[config.mk]
export PLATFORM = sky130hd
export DESIGN_NAME = hazard_ctrl
export DESIGN_NICKNAME = d
export VERILOG_FILES = /design/src/rtl/hazard_ctrl_pkg.sv /design/src/rtl/hz_scoreboard.sv /design/src/rtl/hazard_ctrl.sv
export SDC_FILE = /design/constraint.sdc
export NUM_CORES = 1
export LEC_CHECK = 0
export BUFFER_PORTS_ARGS = -buffer_cell sky130_fd_sc_hd__buf_2
export CAP_MARGIN = 20
export CORE_ASPECT_RATIO = 0.9
export CORE_UTILIZATION = 45
export DETAILED_ROUTE_END_ITERATION = 8
export PLACE_DENSITY = 0.66
export RECOVER_POWER = 50
export REMOVE_ABC_BUFFERS = 1
export SETUP_SLACK_MARGIN = 0.5
export SYNTH_ARGS = -nofsm -noshare
export SYNTH_HDL_FRONTEND = slang
export SYNTH_SLANG_ARGS = --single-unit
[constraint.sdc]
create_clock -name clk_i -period 12.2 [get_ports clk_i]
set_clock_uncertainty 0.2 [all_clocks]
set_input_delay 2.44 -clock clk_i [delete_from_list [all_inputs] [get_ports clk_i]]
set_output_delay 2.44 -clock clk_i [all_outputs]
set_load 0.05 [all_outputs]
[src/rtl/hazard_ctrl_pkg.sv]
// Shared widths and flush FSM state encodings for the hazard controller.
package hazard_ctrl_pkg;

   localparam int REG_IDX_WIDTH = 5;
   localparam int SB_CNT_WIDTH  = 2;
   localparam int NUM_REGS      = 1 << REG_IDX_WIDTH;
   localparam int FCNT_WIDTH    = 3;

   typedef enum logic {
      HZ_ST_RUN   = 1'b0,
      HZ_ST_FLUSH = 1'b1
   } hz_state_e;

endpackage

[src/rtl/hz_scoreboard.sv]
// Per-register counters of outstanding writes, with a sticky underflow flag.
module hz_scoreboard
   import hazard_ctrl_pkg::*;
(
   input  logic                     clk_i,
   input  logic                     rst_i,
   input  logic                     inc_en_i,
   input  logic [REG_IDX_WIDTH-1:0] inc_idx_i,
   input  logic                     dec0_en_i,
   input  logic [REG_IDX_WIDTH-1:0] dec0_idx_i,
   input  logic                     dec1_en_i,
   input  logic [REG_IDX_WIDTH-1:0] dec1_idx_i,
   input  logic [REG_IDX_WIDTH-1:0] rs1_idx_i,
   input  logic [REG_IDX_WIDTH-1:0] rs2_idx_i,
   input  logic [REG_IDX_WIDTH-1:0] rd_idx_i,
   output logic [SB_CNT_WIDTH-1:0]  rs1_cnt_o,
   output logic [SB_CNT_WIDTH-1:0]  rs2_cnt_o,
   output logic [SB_CNT_WIDTH-1:0]  rd_cnt_o,
   output logic                     err_o
);

   logic [SB_CNT_WIDTH-1:0] cnt_q [NUM_REGS];
   logic [SB_CNT_WIDTH-1:0] cnt_d [NUM_REGS];
   logic                    err_q;
   logic                    err_d;

   // Net increment and decrements per register; excess decrements are dropped and flagged.
   always_comb begin : next_cnt
      logic [SB_CNT_WIDTH:0] total;
      logic [SB_CNT_WIDTH:0] dec_cnt;
      logic [SB_CNT_WIDTH:0] diff;
      err_d    = err_q;
      cnt_d[0] = '0;
      total    = '0;
      dec_cnt  = '0;
      diff     = '0;
      for (int r = 1; r < NUM_REGS; r++) begin
         total   = {1'b0, cnt_q[r]}
                 + {{SB_CNT_WIDTH{1'b0}}, (inc_en_i && (inc_idx_i == REG_IDX_WIDTH'(r)))};
         dec_cnt = {{SB_CNT_WIDTH{1'b0}}, (dec0_en_i && (dec0_idx_i == REG_IDX_WIDTH'(r)))}
                 + {{SB_CNT_WIDTH{1'b0}}, (dec1_en_i && (dec1_idx_i == REG_IDX_WIDTH'(r)))};
         diff    = total - dec_cnt;
         if (dec_cnt > total) begin
            cnt_d[r] = '0;
            err_d    = 1'b1;
         end else if (diff > {1'b0, {SB_CNT_WIDTH{1'b1}}}) begin
            cnt_d[r] = {SB_CNT_WIDTH{1'b1}};
         end else begin
            cnt_d[r] = diff[SB_CNT_WIDTH-1:0];
         end
      end
   end

   // Counter and sticky error registers; reset discards all pending counts.
   always_ff @(posedge clk_i) begin
      if (rst_i) begin
         for (int i = 0; i < NUM_REGS; i++) begin
            cnt_q[i] <= '0;
         end
         err_q <= 1'b0;
      end else begin
         cnt_q <= cnt_d;
         err_q <= err_d;
      end
   end

   assign rs1_cnt_o = cnt_q[rs1_idx_i];
   assign rs2_cnt_o = cnt_q[rs2_idx_i];
   assign rd_cnt_o  = cnt_q[rd_idx_i];
   assign err_o     = err_q;

endmodule

[src/rtl/hazard_ctrl.sv]
// Decode-stage hazard detection (RAW, write overflow, downstream busy) and redirect flush sequencing.
module hazard_ctrl
   import hazard_ctrl_pkg::*;
#(
   parameter int MAX_INFLIGHT = 3,
   parameter int FLUSH_EXTRA  = 1
) (
   input  logic                     clk_i,
   input  logic                     rst_i,
   input  logic                     dec_valid_i,
   input  logic [REG_IDX_WIDTH-1:0] dec_rs1_idx_i,
   input  logic [REG_IDX_WIDTH-1:0] dec_rs2_idx_i,
   input  logic                     dec_rs1_en_i,
   input  logic                     dec_rs2_en_i,
   input  logic [REG_IDX_WIDTH-1:0] dec_rd_idx_i,
   input  logic                     dec_rd_en_i,
   input  logic                     ex_busy_i,
   input  logic                     redirect_i,
   input  logic                     wb_en_i,
   input  logic [REG_IDX_WIDTH-1:0] wb_idx_i,
   input  logic                     cancel_en_i,
   input  logic [REG_IDX_WIDTH-1:0] cancel_idx_i,
   output logic                     stall_o,
   output logic                     issue_o,
   output logic                     flush_o,
   output logic                     sb_err_o
);

   localparam logic                  FLUSH_EN   = (FLUSH_EXTRA > 0);
   localparam logic [FCNT_WIDTH-1:0] FLUSH_LOAD = FCNT_WIDTH'(FLUSH_EXTRA);
   localparam logic [SB_CNT_WIDTH-1:0] CNT_MAX  = SB_CNT_WIDTH'(MAX_INFLIGHT);

   hz_state_e               state_q;
   hz_state_e               state_d;
   logic [FCNT_WIDTH-1:0]   fcnt_q;
   logic [FCNT_WIDTH-1:0]   fcnt_d;
   logic [SB_CNT_WIDTH-1:0] rs1_cnt;
   logic [SB_CNT_WIDTH-1:0] rs2_cnt;
   logic [SB_CNT_WIDTH-1:0] rd_cnt;
   logic                    raw;
   logic                    ovf;
   logic                    inc_en;

   hz_scoreboard u_scoreboard (
      .clk_i      (clk_i),
      .rst_i      (rst_i),
      .inc_en_i   (inc_en),
      .inc_idx_i  (dec_rd_idx_i),
      .dec0_en_i  (wb_en_i),
      .dec0_idx_i (wb_idx_i),
      .dec1_en_i  (cancel_en_i),
      .dec1_idx_i (cancel_idx_i),
      .rs1_idx_i  (dec_rs1_idx_i),
      .rs2_idx_i  (dec_rs2_idx_i),
      .rd_idx_i   (dec_rd_idx_i),
      .rs1_cnt_o  (rs1_cnt),
      .rs2_cnt_o  (rs2_cnt),
      .rd_cnt_o   (rd_cnt),
      .err_o      (sb_err_o)
   );

   // Hazard, flush and issue decisions; a flush masks both stall and issue.
   always_comb begin
      raw     = (dec_rs1_en_i && (rs1_cnt != '0)) || (dec_rs2_en_i && (rs2_cnt != '0));
      ovf     = dec_rd_en_i && (dec_rd_idx_i != '0) && (rd_cnt == CNT_MAX);
      flush_o = redirect_i || (state_q == HZ_ST_FLUSH);
      stall_o = dec_valid_i && !flush_o && (raw || ovf || ex_busy_i);
      issue_o = dec_valid_i && !flush_o && !stall_o;
      inc_en  = issue_o && dec_rd_en_i && (dec_rd_idx_i != '0);
   end

   // Flush sequencer next state: a redirect (re)loads the extra-cycle count.
   always_comb begin
      state_d = state_q;
      fcnt_d  = fcnt_q;
      case (state_q)
         HZ_ST_RUN: begin
            if (redirect_i && FLUSH_EN) begin
               state_d = HZ_ST_FLUSH;
               fcnt_d  = FLUSH_LOAD;
            end
         end
         HZ_ST_FLUSH: begin
            if (redirect_i) begin
               fcnt_d = FLUSH_LOAD;
            end else if (fcnt_q <= FCNT_WIDTH'(1)) begin
               state_d = HZ_ST_RUN;
               fcnt_d  = '0;
            end else begin
               fcnt_d = fcnt_q - FCNT_WIDTH'(1);
            end
         end
         default: begin
            state_d = HZ_ST_RUN;
            fcnt_d  = '0;
         end
      endcase
   end

   // Flush sequencer state registers.
   always_ff @(posedge clk_i) begin
      if (rst_i) begin
         state_q <= HZ_ST_RUN;
         fcnt_q  <= '0;
      end else begin
         state_q <= state_d;
         fcnt_q  <= fcnt_d;
      end
   end

endmodule
==> results.cfg, run 1 <==
[outcome]
status = finished, violations left
violations = max-capacitance violations, max-slew violations

[drt]
vias = 6905
drc = 0
ant_nets = 0
first_pass_iters = 5
drt-total-wl_um = 22250
drt_iter0_drc = 554
wl_per_cell_um = 17.91
vias_per_cell = 5.560

[logic_synthesis]
synth-main-ff-cell = dfxtp_1
synth_edf_count = 0
ys_types = 50
yosysTopAreaCell = ha_1
yosysTopAreaCellShare = 0.1935
ys_seq_area_frac = 0.1646
syn_area_per_cell_um2 = 8.341
yosysWarnings = 0
async_flop_share = 0
syn_inst = 977
synth_area_leaders = ha_1, dfxtp_1, fa_1
syn-cell-area_um2 = 8149
ys_ff_latch = 67

[floorplan]
initial_core_util = 0.4612
core_area_um2 = 17670
die_w_um = 143.9
fp.dieH_um = 129.7
ios = 39
die-area_um2 = 18650
std_cell_rows = 46

[cts]
cts_max_path_buffers = 2
post_cts_buffers = 0
root_buffer = clkbuf_16
clkSlewWorstSetupHoldPaths_ns = 0.06
htree_num_levels = 3
cts_resized = 0
cts_hold_buf = 0
clk_latency_ns = 0.35
numCtsBuffers = 9
cts_tree = yes
cts.sinks = 67

[min_path]
hp-class = flip-flop to flip-flop

[layout]
fin_util = 0.4973
drive_gt1_frac = 0.07393
fin_nets = 1220
syn_to_final_growth_pct = 7.831
nFillCells = 1722

[timing]
fmax_ghz = 0.1156
hold_viol = 0
setup_ws_ns = 3.546
maxSlewHeadroom = -1.250
post-route-period-util = 0.7093
grt_setup_unrepaired = false
finalMaxSlewViolations = 104
whs_ns = 0.3435
setup_viol = 0
period_needed_ns = 8.654
worst_slew_pin_slew_ns = 3.375
tns_ns = 0

[critical_path]
crit_fanout = 35
endpoint_kind = output pin
startpoint_type = primary input
path_class = primary input to output pin
cp_data_arrival_time_ns = 6.01
cp.required_ns = 9.56

[global_route]
grt_pass1_wl_um = 36240
grt_pass1_vias = 6758
grt_max_degree = 68
use_met2 = 0.3978
grtUsageMet1 = 0.3696
antenna_found_initial = 0
grt_util_met3 = 0.05322
overflow = 0
grt_use_total = 0.2616
top_usage_layer = met2

[pwr]
power-per-cell-area_nw_per_um2 = 75.54
leakagePower_nw = 3.770
ir_drop_v = 0.00006155
power_uw = 663.7

[place]
io_buffers = 38
dp_hpwl_um = 17970
gp_congestion = 0.9657
place_ws_ns = 4.598

[run]
drv_cap = 2
critical path, cell delays in order:
cell and delay (ns):
clkbuf_1 1.23, mux4_2 0.64, mux2i_1 0.15, nor2_1 0.06
o211ai_1 0.16, and2_0 0.39, nand3_1 0.40, nor2_1 0.24
buf_2 0.30
cell usage after synthesis, types with 15 or more instances:
master,count
clkbuf_1,15
dfxtp_1,67
fa_1,62
ha_1,126
inv_1,191
nand2_1,27
nand3_1,22
nor2_1,158
nor2b_1,41
nor3_1,79
o31ai_1,31
xnor2_1,31
registers in the layout (all words and copies together), names as in the netlist:
register	cells
u_scoreboard.err_o	1
u_scoreboard.cnt_q	62
state_q	1
fcnt_q	3
path summary, 6_finish.rpt:
check,to,slack [ns],depth (start not counted),startpoint
max,issue_o,3.55,9,dec_rd_idx_i[0]
min reg2reg,fcnt_q[2]$_SDFFE_PP0P_,0.34,2,fcnt_q[2]$_SDFFE_PP0P_
min,fcnt_q[2]$_SDFFE_PP0P_,0.34,2,fcnt_q[2]$_SDFFE_PP0P_
max reg2reg,u_scoreboard.err_o$_SDFFE_PP0P_,7.07,15,u_scoreboard.cnt_q[15]$_SDFF_PP0_
metal layers:
metal | part of all wire | vias up
met5 | 0 | -
met1 | 0.45 | 3306
met3 | 0.099 | 36
li1 | - | 3282
met2 | 0.43 | 281
met4 | 0.025 | 0
logic make-up (layout without fill, tap and decap cells):
| family | count (synthesis) | count (layout) | share of synthesized area |
|---|---|---|---|
| AO/OA/AOI/OAI | 66 | 66 | 0.05835 |
| XOR/XNOR | 31 | 31 | 0.03332 |
| other | 0 | 1 | 0 |
| multiplexers | 26 | 26 | 0.06802 |
| adder cells (fa/ha/maj) | 188 | 188 | 0.3458 |
| flip-flops | 67 | 67 | 0.1646 |
| buffers and inverters | 221 | 245 | 0.1058 |
| AND/OR/NAND/NOR | 378 | 378 | 0.2242 |
final cells by class:
cell class,instances,area [um^2],area share
Tap cell,240,300.3,0.03417
Sequential cell,67,1341,0.1526
Inverter,191,716.9,0.08159
Timing Repair Buffer,39,190.2,0.02164
Antenna cell,1,2.502,0.0002848
Clock buffer,11,252.7,0.02876
Multi-Input combinational cell,689,5933,0.6752
Clock inverter,4,50.05,0.005696
layout by cell type, fill, tap and decap left out, types with 2 or more instances in the layout:
| cell | n |
|---|---|
| a21oi_1 | 8 |
| and3_1 | 2 |
| buf_2 | 35 |
| clkbuf_1 | 4 |
| clkbuf_16 | 9 |
| clkbuf_8 | 2 |
| clkinvlp_4 | 2 |
| dfxtp_1 | 67 |
| fa_1 | 62 |
| ha_1 | 126 |
| inv_1 | 191 |
| mux2_2 | 4 |
| mux4_1 | 7 |
| mux4_2 | 14 |
| nand2_1 | 27 |
| nand2b_1 | 7 |
| nand3_1 | 23 |
| nand3b_1 | 2 |
| nand4_1 | 13 |
| nand4b_1 | 3 |
| nor2_1 | 158 |
| nor2b_1 | 41 |
| nor3_1 | 79 |
| nor3b_1 | 3 |
| nor4_1 | 8 |
| o2111ai_1 | 4 |
| o211ai_1 | 5 |
| o21ai_0 | 6 |
| o31a_1 | 3 |
| o31ai_1 | 31 |
| or2_2 | 2 |
| or4_1 | 3 |
| xnor2_1 | 31 |
metrics by stage:
stage	instance area, um^2	std cells
finish	8787	1242
global route	8785	1241
CTS	8805	1241
detailed placement	8502	1226
global placement	8502	1226
floorplan	8004	947
power by group:
group | internal (mW) | total [mW] | switching (mW)
Combinational | 0.0569 | 0.147 | 0.0902
Clock | 0.168 | 0.274 | 0.106
Sequential | 0.230 | 0.243 | 0.0129
Total | 0.455 | 0.664 | 0.209
No activity file was read; power rests on OpenSTA's default activity.
==> inputs of run 2 (changes only) <==
--- a/config.mk
+++ b/config.mk
@@ -5,6 +5,7 @@
 export SDC_FILE = /design/constraint.sdc
 export NUM_CORES = 1
 export LEC_CHECK = 0
+export ABC_AREA = 1
 export BUFFER_PORTS_ARGS = -buffer_cell sky130_fd_sc_hd__buf_2
 export CAP_MARGIN = 20
 export CORE_ASPECT_RATIO = 0.9
==> constraint.sdc (replaced) <==
create_clock -name clk_i -period 8.3 [get_ports clk_i]
set_clock_uncertainty 0.2 [all_clocks]
set_input_delay 1.66 -clock clk_i [delete_from_list [all_inputs] [get_ports clk_i]]
set_output_delay 1.66 -clock clk_i [all_outputs]
set_load 0.05 [all_outputs]
==> results.cfg, run 2 <==
[global_route]
antenna_found_initial = 0
overflow = 0
grt_use_total = 0.2852
grt_pass1_wl_um = 42150
grt_pass1_vias = 7759
grt_max_degree = 38

[drt]
wl_per_cell_um = 17.67
vias_per_cell = 5.386
vias = 8041
drt_iter0_drc = 798
ant_nets = 0
drt-total-wl_um = 26380
first_pass_iters = 5
drc = 0

[layout]
syn_to_final_growth_pct = 6.796
nFillCells = 1942
design_area_um2 = 9104
top_regs = u_scoreboard.cnt_q (62), fcnt_q (3)
diodes = 0
mostFrequentLayoutCells = inv_1, nand2_1, ha_1, nor2_1, nand3_1
drive_gt1_frac = 0.06490
regMostFlops = u_scoreboard.cnt_q
final_common_cell = inv_1
largest_reg_flops = 62
fin_nets = 1467

[logic_synthesis]
synth_edf_count = 0
ys_types = 28
syn_area_per_cell_um2 = 6.982
yosysWarnings = 0
syn-cell-area_um2 = 8524
synth_most_common_cell = inv_1
async_flop_share = 0
yosysTopAreaCellShare = 0.1849
yosysTopAreaCell = ha_1
ys_seq_area_frac = 0.1573
synth_top_cells_by_count = inv_1, nand2_1, ha_1, nor2_1, nand3_1
ys_ff_latch = 67
synth-main-ff-cell = dfxtp_1
synth_area_leaders = ha_1, dfxtp_1, fa_1
syn_inst = 1221

[critical_path]
critPathMostFrequentCell = nand2_1
crit_family = simple AND/OR/NAND/NOR gates
endpoint_kind = flip-flop
path_class = primary input to flip-flop
startpoint_type = primary input
r2r_setup_slack_ns = 3.12
r2r-start = u_scoreboard.cnt_q[23]$_SDFF_PP0_
cp.required_ns = 8.31
reg2reg_depth = 23
cp.depth = 23
cp_slowest_cell = o31ai_1
path_buf_inv = 4
cp_data_arrival_time_ns = 6.89
critPathLaunch = dec_rd_idx_i[0]
r2r_end = u_scoreboard.err_o$_SDFFE_PP0P_
path_cells = buf_2 > inv_1 > nand2_1 > nor2_1 > nand2_1 > nand3_1 > nor2_1 > nand2_1 > nand3_1 > nand2_1 > nand2_1 > nand3_1 > nor2_1 > nand3_1 > clkbuf_1 > nor2_2 > ha_1 > inv_1 > fa_1 > o31ai_1 > nand4_1 > nor4_1 > a21oi_1
worst_path_largest_cell_delay_ns = 0.58
crit_fanout = 37

[floorplan]
std_cell_rows = 47
ios = 39
core_area_um2 = 18470
die_w_um = 147.1
initial_core_util = 0.4616
fp.dieH_um = 132.6
die-area_um2 = 19500

[outcome]
violations = max-capacitance violations, max-slew violations
status = finished, violations left

[cts]
cts_tree = yes
root_buffer = clkbuf_16
cts_resized = 0
cts.sinks = 67
numCtsBuffers = 9
htree_num_levels = 3
cts_max_path_buffers = 2
clk_latency_ns = 0.35
cts_hold_buf = 0
post_cts_buffers = 0
clkSlewWorstSetupHoldPaths_ns = 0.06

[timing]
tns_ns = 0
finalMaxSlewViolations = 33
period_needed_ns = 6.873
setup_viol = 0
worst_slew_pin_slew_ns = 2.116
grt_setup_unrepaired = false
maxSlewHeadroom = -0.4108
post-route-period-util = 0.8281
hold_viol = 0
fmax_ghz = 0.1455

[pwr]
ir_drop_v = 0.00009588
leakagePower_nw = 4.302
power-per-cell-area_nw_per_um2 = 104.7

[min_path]
hp-class = flip-flop to flip-flop
worstHoldStart = fcnt_q[1]$_SDFFE_PP0P_
hold_depth = 2
hold_end = fcnt_q[1]$_SDFFE_PP0P_

[place]
io_buffers = 38
gp_congestion = 0.9517
dp_hpwl_um = 21200
placed_area_um2 = 8877

[run]
drv_cap = 1
## run 2: cell count changes in the layout (fill, tap and decap cells not counted), moves of 31 or more
cell and delta:
nor2b_1 -41, nand2_1 +231, nor2_1 -45, o21ai_0 +32, xor2_1 +32, nand3_1 +52, inv_1 +70, a21oi_1 +64
nor3_1 -74, xnor2_1 -31
## run 2: how the worst max path moves through the flow
stage / to
global placement: u_scoreboard.err_o$_SDFFE_PP0P_
finish: u_scoreboard.err_o$_SDFFE_PP0P_
detailed placement: u_scoreboard.err_o$_SDFFE_PP0P_
CTS: u_scoreboard.err_o$_SDFFE_PP0P_
global route: u_scoreboard.err_o$_SDFFE_PP0P_
floorplan: issue_o
## run 2: final cells by class
class / count / area, um^2 / area share
Clock buffer: 12 / 246.5 / 0.02708
Sequential cell: 67 / 1341 / 0.1473
Inverter: 263 / 987.2 / 0.1084
Clock inverter: 3 / 15.01 / 0.001649
Timing Repair Buffer: 41 / 197.7 / 0.02172
Multi-Input combinational cell: 862 / 6010 / 0.6601
Tap cell: 245 / 306.5 / 0.03367
## run 2: cell families (layout without fill, tap and decap cells)
logic type | count (synthesis) | count (layout) | share of synthesized area
xor+xnor | 32 | 32 | 0.03288
buf+inv | 292 | 319 | 0.1353
fa+ha+maj | 188 | 188 | 0.3305
flops | 67 | 67 | 0.1573
compound gates | 146 | 146 | 0.09775
simple gates | 496 | 496 | 0.2461
## run 2: worst reg2reg max path, stage by stage, from the launching register on
cell	delay, ns
dfxtp_1	0.49
inv_1	0.20
o21ai_0	0.20
nand2_1	0.07
nand2_1	0.07
nand2_1	0.05
nand2_1	0.09
inv_1	0.04
nand2_1	0.05
nand3_1	0.08
nand2_1	0.09
nand2_1	0.05
nand3_1	0.08
nor2_1	0.06
nand3_1	0.39
clkbuf_1	0.74
nor2_2	0.05
ha_1	0.24
inv_1	0.08
fa_1	0.43
o31ai_1	0.58
nand4_1	0.16
nor4_1	0.43
a21oi_1	0.13
## run 2: power by group
| group | switching, mW | leakage [nW] | internal [mW] |
|---|---|---|---|
| Sequential | 0.0243 | 0.545 | 0.338 |
| Combinational | 0.156 | 3.62 | 0.0730 |
| Clock | 0.155 | 0.132 | 0.207 |
## run 2: metal layers
layer  routed length, um  up-vias  GRT usage  part of all wire
met1               11600     3721     0.4007              0.44
met3                3133       62    0.07690              0.12
met4                 748        0    0.09908             0.028
met2               10900      406     0.4177              0.41
met5                   0        -          0                 0
li1                    -     3852          -                 -
## run 2: stage by stage
step / hold slack [ns] / utilization / setup WS (ns) / power, mW / std cells
6_report: 0.2868 / 0.4930 / 1.427 / 0.9536 / 1493
5_1_grt: 0.3184 / 0.4930 / 0.9844 / 1.004 / 1493
2_1_floorplan: 0.2509 / - / 2.514 / 0.5018 / 1192
3_3_place_gp: 0.2758 / 0.4808 / 1.793 / 0.5900 / 1478
4_1_cts: 0.2873 / 0.4949 / 2.134 / 0.9532 / 1493
3_5_place_dp: 0.2788 / 0.4808 / 1.770 / 0.5919 / 1478
==> inputs of run 3 (changes only) <==
--- a/config.mk
+++ b/config.mk
@@ -11,7 +11,7 @@
 export CORE_ASPECT_RATIO = 0.9
 export CORE_UTILIZATION = 45
 export DETAILED_ROUTE_END_ITERATION = 8
-export PLACE_DENSITY = 0.66
+export PLACE_DENSITY = 0.69
 export RECOVER_POWER = 50
 export REMOVE_ABC_BUFFERS = 1
 export SETUP_SLACK_MARGIN = 0.5
==> constraint.sdc (replaced) <==
create_clock -name clk_i -period 5.9 [get_ports clk_i]
set_clock_uncertainty 0.2 [all_clocks]
set_input_delay 1.18 -clock clk_i [delete_from_list [all_inputs] [get_ports clk_i]]
set_output_delay 1.18 -clock clk_i [all_outputs]
set_load 0.05 [all_outputs]
==> results.cfg, run 3 (same netlist as run 2, synthesis figures left out) <==
[outcome]
status = finished, violations left
violations = max-capacitance violations, max-slew violations

[floorplan]
initial_core_util = 0.4616
die_w_um = 147.1
core_area_um2 = 18470
std_cell_rows = 47
ios = 39
fp.dieH_um = 132.6
die-area_um2 = 19500

[drt]
first_pass_iters = 8
wl_met3_um = 3469
vias = 8086
wl_met1_um = 10930
drt_iter0_drc = 660
routed-wl-met2_um = 10790
wl_per_cell_um = 17.49
drt-total-wl_um = 26270
ant_nets = 0
top_layer = met4
vias_per_cell = 5.383
drc = 0

[place]
io_buffers = 38
dp_hpwl_um = 21260
place_ws_ns = 0.2954
placed_area_um2 = 8942
gp_congestion = 1.002

[global_route]
antenna_found_initial = 0
grt_use_total = 0.2812
grt_pass1_vias = 7951
grt_max_degree = 37
overflow = 0
grt_pass1_wl_um = 41660

[layout]
syn_to_final_growth_pct = 7.897
diodes = 0
largest_reg_flops = 62
top_regs = u_scoreboard.cnt_q (62), fcnt_q (3)
mostFrequentLayoutCells = inv_1, nand2_1, ha_1, nor2_1, nand3_1
fin_nets = 1476
design_area_um2 = 9198
nFillCells = 1866
drive_gt1_frac = 0.06683
final_common_cell = inv_1
regMostFlops = u_scoreboard.cnt_q

[critical_path]
cp_slowest_cell = fa_1
worst_path_largest_cell_delay_ns = 0.46
crit_fanout = 31
crit_family = simple AND/OR/NAND/NOR gates
critPathMostFrequentCell = nand2_1
path_buf_inv = 5
cp.required_ns = 5.94
cp.depth = 24
reg2reg_depth = 23
path_class = primary input to flip-flop
endpoint_kind = flip-flop
startpoint_type = primary input
path_cells = buf_2 > clkinvlp_4 > buf_4 > nand2_1 > nor2_1 > nand2_1 > nand3_1 > nor2_1 > nand2_1 > nand3_1 > nand2_1 > nand2_1 > nand3_1 > nor2_1 > nand3_2 > buf_6 > nor2_2 > ha_1 > inv_1 > fa_1 > o31ai_1 > nand4_1 > nor4_2 > a21oi_1
cp_data_arrival_time_ns = 5.17

[cts]
numCtsBuffers = 9
cts_tree = yes
cts_max_path_buffers = 2
root_buffer = clkbuf_16
clkSlewWorstSetupHoldPaths_ns = 0.06
cts.sinks = 67
clk_latency_ns = 0.35
htree_num_levels = 3

[timing]
post-route-period-util = 0.8695
maxSlewHeadroom = -0.2129
grt_setup_unrepaired = false
setup_viol = 0
setup_ws_ns = 0.7700
tns_ns = 0
whs_ns = 0.2930
period_needed_ns = 5.130
finalMaxSlewViolations = 30
worst_slew_pin_slew_ns = 1.819
fmax_ghz = 0.1949
hold_viol = 0

[pwr]
leakagePower_nw = 4.360
power-per-cell-area_nw_per_um2 = 148.7
ir_drop_v = 0.0001597

[run]
drv_cap = 1

[min_path]
hold_depth = 2
hp-class = flip-flop to flip-flop
[run 3: power by group]
part | internal (mW) | switching [mW] | leakage [nW]
registers | 0.475 | 0.0330 | 0.545
logic | 0.109 | 0.222 | 3.67
clock network | 0.315 | 0.213 | 0.141
total | 0.900 | 0.468 | 4.36
[run 3: repair_timing]
item,CTS,global route
setup buffers,0,2
resized for setup,0,3
hold buffers,0,0
setup endpoints to repair,0,1
[run 3: metrics by stage]
stage | util | total power, mW | cells
detailed placement | 0.4843 | 0.8375 | 1485
CTS | 0.4995 | 1.367 | 1500
floorplan | - | 0.7059 | 1192
global placement | 0.4843 | 0.8320 | 1485
finish | 0.4981 | 1.368 | 1502
global route | 0.4981 | 1.437 | 1502
[run 3: cell type report]
cell class	count	area, um^2	area share
repair buffers	50	287.8	0.03129
clock inverters	2	10.01	0.001088
multi-input cells	862	5991	0.6513
inverters	263	991.0	0.1077
flip-flops and latches	67	1341	0.1458
well taps	245	306.5	0.03333
clock buffers	13	270.3	0.02938
[run 3: layer usage]
metal  global-route usage  vias up
met5                    0        -
met3              0.09345       69
met2               0.4235      410
met1               0.3656     3735
met4               0.1208        0
li1                     -     3872
[run 3: final timing paths]
kind                                                        from                               to  slack, ns
worst max register to register  u_scoreboard.cnt_q[7]$_SDFF_PP0_  u_scoreboard.err_o$_SDFFE_PP0P_       1.67
worst min-delay path                      fcnt_q[1]$_SDFFE_PP0P_           fcnt_q[1]$_SDFFE_PP0P_       0.29
worst max-delay path                             dec_rd_idx_i[1]  u_scoreboard.err_o$_SDFFE_PP0P_       0.77
worst min register to register            fcnt_q[1]$_SDFFE_PP0P_           fcnt_q[1]$_SDFFE_PP0P_       0.29
[run 3: tightest hold or removal path: stages, from the launching register on]
cell	delay [ns]
dfxtp_1	0.32
nand2_1	0.07
a21oi_1	0.06
